==> src/rtl/store_buffer.sv <==
// In-order store buffer between the MEM stage and a single-ported data SRAM.
// Stores are lane-formed on entry and drain one per cycle when loads leave the port free.
module store_buffer #(
    parameter int DEPTH = 4,
    parameter int AW    = 32
) (
    input  logic                     clk,
    input  logic                     reset,
    input  logic                     st_valid,
    output logic                     st_ready,
    input  logic [AW-1:0]            st_addr,
    input  logic [31:0]              st_wdata,
    input  logic [2:0]               st_mode,
    input  logic                     ld_req,
    input  logic [AW-1:0]            ld_addr,
    output logic                     ld_conflict,
    output logic                     sram_en,
    output logic [3:0]               sram_we,
    output logic [AW-1:0]            sram_addr,
    output logic [31:0]              sram_wdata,
    output logic [$clog2(DEPTH):0]   count,
    output logic                     empty
);

    localparam int PW = $clog2(DEPTH);

    // Handshake: a store transfers on any rising edge where st_valid && st_ready;
    // st_ready depends only on occupancy, never on st_valid, and the buffer
    // offers no bypass while full.

    logic [AW-3:0]    waddr_q [DEPTH];
    logic [3:0]       we_q    [DEPTH];
    logic [31:0]      data_q  [DEPTH];
    logic [DEPTH-1:0] valid_q;
    logic [PW-1:0]    head_q, head_d;
    logic [PW-1:0]    tail_q, tail_d;
    logic [PW:0]      count_q, count_d;

    logic             enq;
    logic             drain;
    logic [3:0]       new_we;
    logic [31:0]      new_data;
    logic [DEPTH-1:0] hit;
    logic             unused_ld_lo;

    assign unused_ld_lo = ^ld_addr[1:0];

    always_comb begin
        new_we   = 4'b0000;
        new_data = st_wdata;
        case (st_mode)
            3'b001: begin
                new_we   = 4'b0001 << st_addr[1:0];
                new_data = {4{st_wdata[7:0]}};
            end
            3'b010: begin
                new_we   = st_addr[1] ? 4'b1100 : 4'b0011;
                new_data = {2{st_wdata[15:0]}};
            end
            3'b100: begin
                new_we   = 4'b1111;
                new_data = st_wdata;
            end
            // Malformed size: keep the slot so ordering holds, but write nothing.
            default: begin
                new_we   = 4'b0000;
                new_data = st_wdata;
            end
        endcase
    end

    always_comb begin
        hit = '0;
        for (int i = 0; i < DEPTH; i++) begin
            hit[i] = valid_q[i] && (waddr_q[i] == ld_addr[AW-1:2]);
        end
    end

    assign ld_conflict = ld_req && (|hit);
    assign st_ready    = (count_q != (PW+1)'(DEPTH));
    assign enq         = st_valid && st_ready;
    // A conflicting load is refused the port, so the matching store can always drain.
    assign drain       = (count_q != '0) && (!ld_req || ld_conflict);

    assign sram_en    = drain;
    assign sram_we    = drain ? we_q[head_q] : 4'b0000;
    assign sram_addr  = {waddr_q[head_q], 2'b00};
    assign sram_wdata = data_q[head_q];
    assign count      = count_q;
    assign empty      = (count_q == '0);

    always_comb begin
        head_d  = head_q;
        tail_d  = tail_q;
        count_d = count_q + (PW+1)'(enq) - (PW+1)'(drain);
        if (drain) begin
            head_d = head_q + PW'(1);
        end
        if (enq) begin
            tail_d = tail_q + PW'(1);
        end
    end

    always_ff @(posedge clk or posedge reset) begin
        if (reset) begin
            head_q  <= '0;
            tail_q  <= '0;
            count_q <= '0;
            valid_q <= '0;
            for (int i = 0; i < DEPTH; i++) begin
                waddr_q[i] <= '0;
                we_q[i]    <= '0;
                data_q[i]  <= '0;
            end
        end else begin
            head_q  <= head_d;
            tail_q  <= tail_d;
            count_q <= count_d;
            if (drain) begin
                valid_q[head_q] <= 1'b0;
            end
            if (enq) begin
                valid_q[tail_q] <= 1'b1;
                waddr_q[tail_q] <= st_addr[AW-1:2];
                we_q[tail_q]    <= new_we;
                data_q[tail_q]  <= new_data;
            end
        end
    end

endmodule

==> config.mk <==
export PLATFORM = sky130hd
export DESIGN_NAME = store_buffer
export DESIGN_NICKNAME = d
export VERILOG_FILES = /design/src/rtl/store_buffer.sv
export SDC_FILE = /design/constraint.sdc
export NUM_CORES = 1
export LEC_CHECK = 0
export CORE_MARGIN = 5
export CORE_UTILIZATION = 52
export CTS_BUF_LIST = sky130_fd_sc_hd__clkbuf_4 sky130_fd_sc_hd__clkbuf_8
export CTS_CLUSTER_DIAMETER = 40
export DETAILED_ROUTE_END_ITERATION = 10
export GPL_TIMING_DRIVEN = 1
export PLACE_DENSITY_LB_ADDON = 0.08
export REMOVE_ABC_BUFFERS = 1
export SLEW_MARGIN = 10
export SYNTH_ARGS = -nofsm -noshare
export SYNTH_HDL_FRONTEND = slang
export SYNTH_SLANG_ARGS = --single-unit
==> constraint.sdc <==
create_clock -name clk -period 9 [get_ports clk]
set_input_delay 1.8 -clock clk [delete_from_list [all_inputs] [get_ports clk]]
set_output_delay 1.8 -clock clk [all_outputs]
set_load 0.05 [all_outputs]
==> results.txt <==
The run finished with clean final reports. Summing all multi-input logic gate instances after layout gives between 0.006 and 0.007 mm2. The detailed-route wire length per cell is between 20 and 25 um. The number of antenna-violating nets in the routed design is 0. The core footprint is around 0.027 mm2. The pin count of the biggest net entering global routing is between 100 and 150. The effective utilization at floorplan is a little over half.

The clock tree synthesis step divided the H-tree into 2 levels. The number of global-route vias before repair came out at between 9000 and 10000. The path class of the tightest hold or removal check is reg -> reg.

Global routing finished with a remaining overflow of 0. Clock skew on the completed layout was measured at ~0.015 ns. The worst hold-check slack came out at between 0.4 and 0.5 ns. The share of the clock period used by the worst path after layout is between 70% and 80%. The count of filler cells inserted in the layout came out at approximately 2200.

The launching element type of the critical path is a primary input. The relative area change from synthesis to final layout is 19.6%. The register bit total from synthesis came out at between 200 and 300. The leading area contributor after synthesis is dfrtp_1. The post-synthesis average cell area is about 13 um2. The worst path in the final design needs a cycle of about 6.6 ns, including I/O delays and setup. The clock sink count is ~280. The total count of hold-check failures in the final report came out at 0. The worst reg-to-reg setup slack is between 5 and 6 ns. The worst setup path is captured at an output pin. The first-pass GRT wire length is 55.4 mm. In this run, synthesis inferred 0 flip-flops with an integrated enable. The slowest stage of the critical path is the clkdlybuf4s50_1 cell.

The floorplan step set the die width to around 170 um. After clock tree synthesis, the setup repair step added 0 buffers. The cell row count is 60. Synthesis produced about 1100 cells.

The global routing usage summed across all routing layers is 23.0%. For the pin with the worst max-slew slack, the measured transition is a little over 1 ns. The cell count of the worst hold path is 2.

The data arrival time of the critical path is between 4 and 5 ns. The critical register-to-register path endpoint is count[2]. The worst slew slack as a fraction of its limit is between 30% and 40%. The global placer's final weighted congestion is 0.794. The count of different cell masters after synthesis is 38. The critical path's largest stage delay came out at 0.79 ns.

The cts-stage hold buffer count came out at 0. By instance count, the cell type seen most on the critical path is clkdlybuf4s50_1. The path type of the worst setup path is in -> out. The number of buffers on the longest clock path came out at 3. The insertion delay to the later sink of the worst-skew pair came out at about 0.56 ns. The number of clock buffers added by TritonCTS is slightly below 50. For the worst setup path, the data required time is just over 7 ns. The count of final max-slew check failures is 0. The via-per-instance ratio came out at 5.66. The number of detailed-routing iterations run before antenna repair came out at 4. The share of synthesized area occupied by flip-flops and latches came out at 49.2%. Across the run, the number of max-cap violations was 0.

Gates resized during post-CTS repair numbered 0. The highest net fanout along the worst path is 8. The number of nets in the finished design came out at ~1300. The startpoint identified for the worst register-to-register timing path is waddr_q[28]. The share of post-route cells with drive strength above 1 came out at a little under 30%.

The worst supply voltage drop on vdd is between 0.0002 and 0.0003 V. The via total after detailed routing came out at between 8000 and 9000. The quantity of I/O buffers inserted on ports is between 150 and 200. The count of warnings emitted by yosys is 0. Yosys attributes the largest share of cell area to dfrtp_1, mux2_2, mux4_2, xnor2_1, o21ai_0. The post-synth design cell area came out at roughly 0.014 mm2. The sequential cells in the finished layout cover a total of roughly 0.007 mm2. The initial DRC count came out at a little under 600. The die covers about 0.030 mm2.

After legalization and detailed placement, the total HPWL measured about 22 mm. After clock tree synthesis, the clock-pin slew on the worst setup and hold paths is about 0.06 ns. The CTS root buffer is clkbuf_8. The depth of the most critical reg-to-reg path is 11.

The startpoint identified for the worst hold timing path is data_q[23]. TritonCTS built the clock tree. The final number of setup-violating endpoints is 0.

The final core utilization came out at between 60% and 70%. The total wirelength of the detailed-routed design came out at 34.4 mm. The fraction of synthesis flops using an asynchronous set or reset pin came out at 100%. The signal on the critical path passes through clkdlybuf4s50_1 -> xnor2_1 -> nand4_1 -> nor4_1 -> a22oi_2 -> a31oi_4 -> and2_2 -> clkdlybuf4s50_1. The commonest cells after synthesis are dfrtp_1, mux2_2, xnor2_1, nand2_1, o21ai_0. The initial antenna violation count is 0. The leakage component of the power came out at about 0.007 uW. The most used flip-flop cell after synthesis is dfrtp_1. Dividing total power by cell area gives a power density of ~440 mW/mm2. For hold timing, the worst endpoint is data_q[23]. The maximum clock rate is 151 MHz. Yosys instantiated no cell more often than dfrtp_1.

The die is ~170 um tall. The count of boundary I/O pins is between 150 and 200. The remaining routing DRC violations is 0. The top cell type by area accounts for 49.2% of the synthesized area. Setup repair after global routing left no endpoint under its margin.
## power breakdown
group          switching, uW  leakage [uW]  internal (uW)  total, uW
sequential               484       0.00332           1860       2340
clock                    515      0.000543            703       1220
combinational           2080       0.00295           1720       3800
## per-layer routing
metal,vias to the layer above,wire length [um],global-route usage [%]
met5,-,0,0
met4,0,578,5.34
met3,45,2030,4.83
met2,243,17200,39.3
met1,4585,14600,30.5
li1,4110,-,-
## through the flow
| step | setup WS [ns] | power (uW) | setup TNS [ns] | std cells | area [um2] |
|---|---|---|---|---|---|
| 2_1_floorplan | -0.380 | 5050 | -104.62 | 981 | 13400 |
| 3_3_place_gp | 2.30 | 6130 | 0 | 1502 | 15700 |
| 4_1_cts | 2.28 | 7440 | 0 | 1587 | 16700 |
| 3_5_place_dp | 2.29 | 6200 | 0 | 1502 | 15700 |
| 6_report | 2.36 | 7360 | 0 | 1588 | 16700 |
| 5_1_grt | 2.24 | 7770 | 0 | 1587 | 16700 |
## cells in the final DEF, fill, tap and decap left out, types with 2 or more instances in the layout
cell             instances
mux2_2                 184
buf_4                    6
clkbuf_4                19
a22oi_2                  2
a21oi_1                 22
clkdlybuf4s50_1        173
o21ai_0                 81
ha_1                    10
nand3_1                  7
nand2_4                  4
xnor2_1                117
inv_6                    2
conb_1                   2
nand2_1                 84
clkbuf_8                56
mux4_2                  66
clkinvlp_4               2
nand4_1                 28
a31oi_1                  4
bufinv_16                2
a41oi_1                  4
xnor2_2                  7
dfrtp_1                273
and2_2                   4
nor4_2                   4
dfrtp_4                  2
inv_1                   12
nor2_1                  17
nor4_1                   4
mux2i_1                 16
clkinv_2                 4
o22ai_1                 16
## cell families after synthesis
kind of cell    share of synthesized area (%)
fa+ha+maj                                1.04
mux                                      26.7
flops                                    49.2
buf+inv                                  4.37
xor+xnor                                 8.20
simple gates                             5.25
compound gates                           5.22
other cells                            0.0268
## worst max-delay path by stage
stage,startpoint,endpoint,depth (start not counted)
3_3_place_gp,ld_addr[30],sram_we[3],8
6_report,ld_addr[30],sram_we[2],8
4_1_cts,ld_addr[12],sram_we[2],8
3_5_place_dp,ld_addr[12],sram_we[0],8
5_1_grt,ld_addr[22],sram_we[1],8
2_1_floorplan,reset,count[0],1
## flip-flops by register name (all words and copies together) (netlist names)
register  flops
count         3
data_q      128
head_q        2
tail_q        2
valid_q       4
waddr_q     120
we_q         16
## layout make-up
cell class | instances | area share (%)
clock buffers | 75 | 5.46
inverters | 14 | 0.359
repair buffers | 180 | 10.7
diodes | 1 | 0.0150
well taps | 341 | 2.55
clock inverters | 10 | 0.673
multi-input cells | 692 | 39.0
flip-flops and latches | 275 | 41.2
## worst max-delay path: cells and delay by family
kind | cells | cell delay, ns
simple gates | 3 | 0.89
buf+inv | 2 | 1.41
compound gates | 2 | 0.53
xor+xnor | 1 | 0.19
No activity file was read; power rests on OpenSTA's default activity.
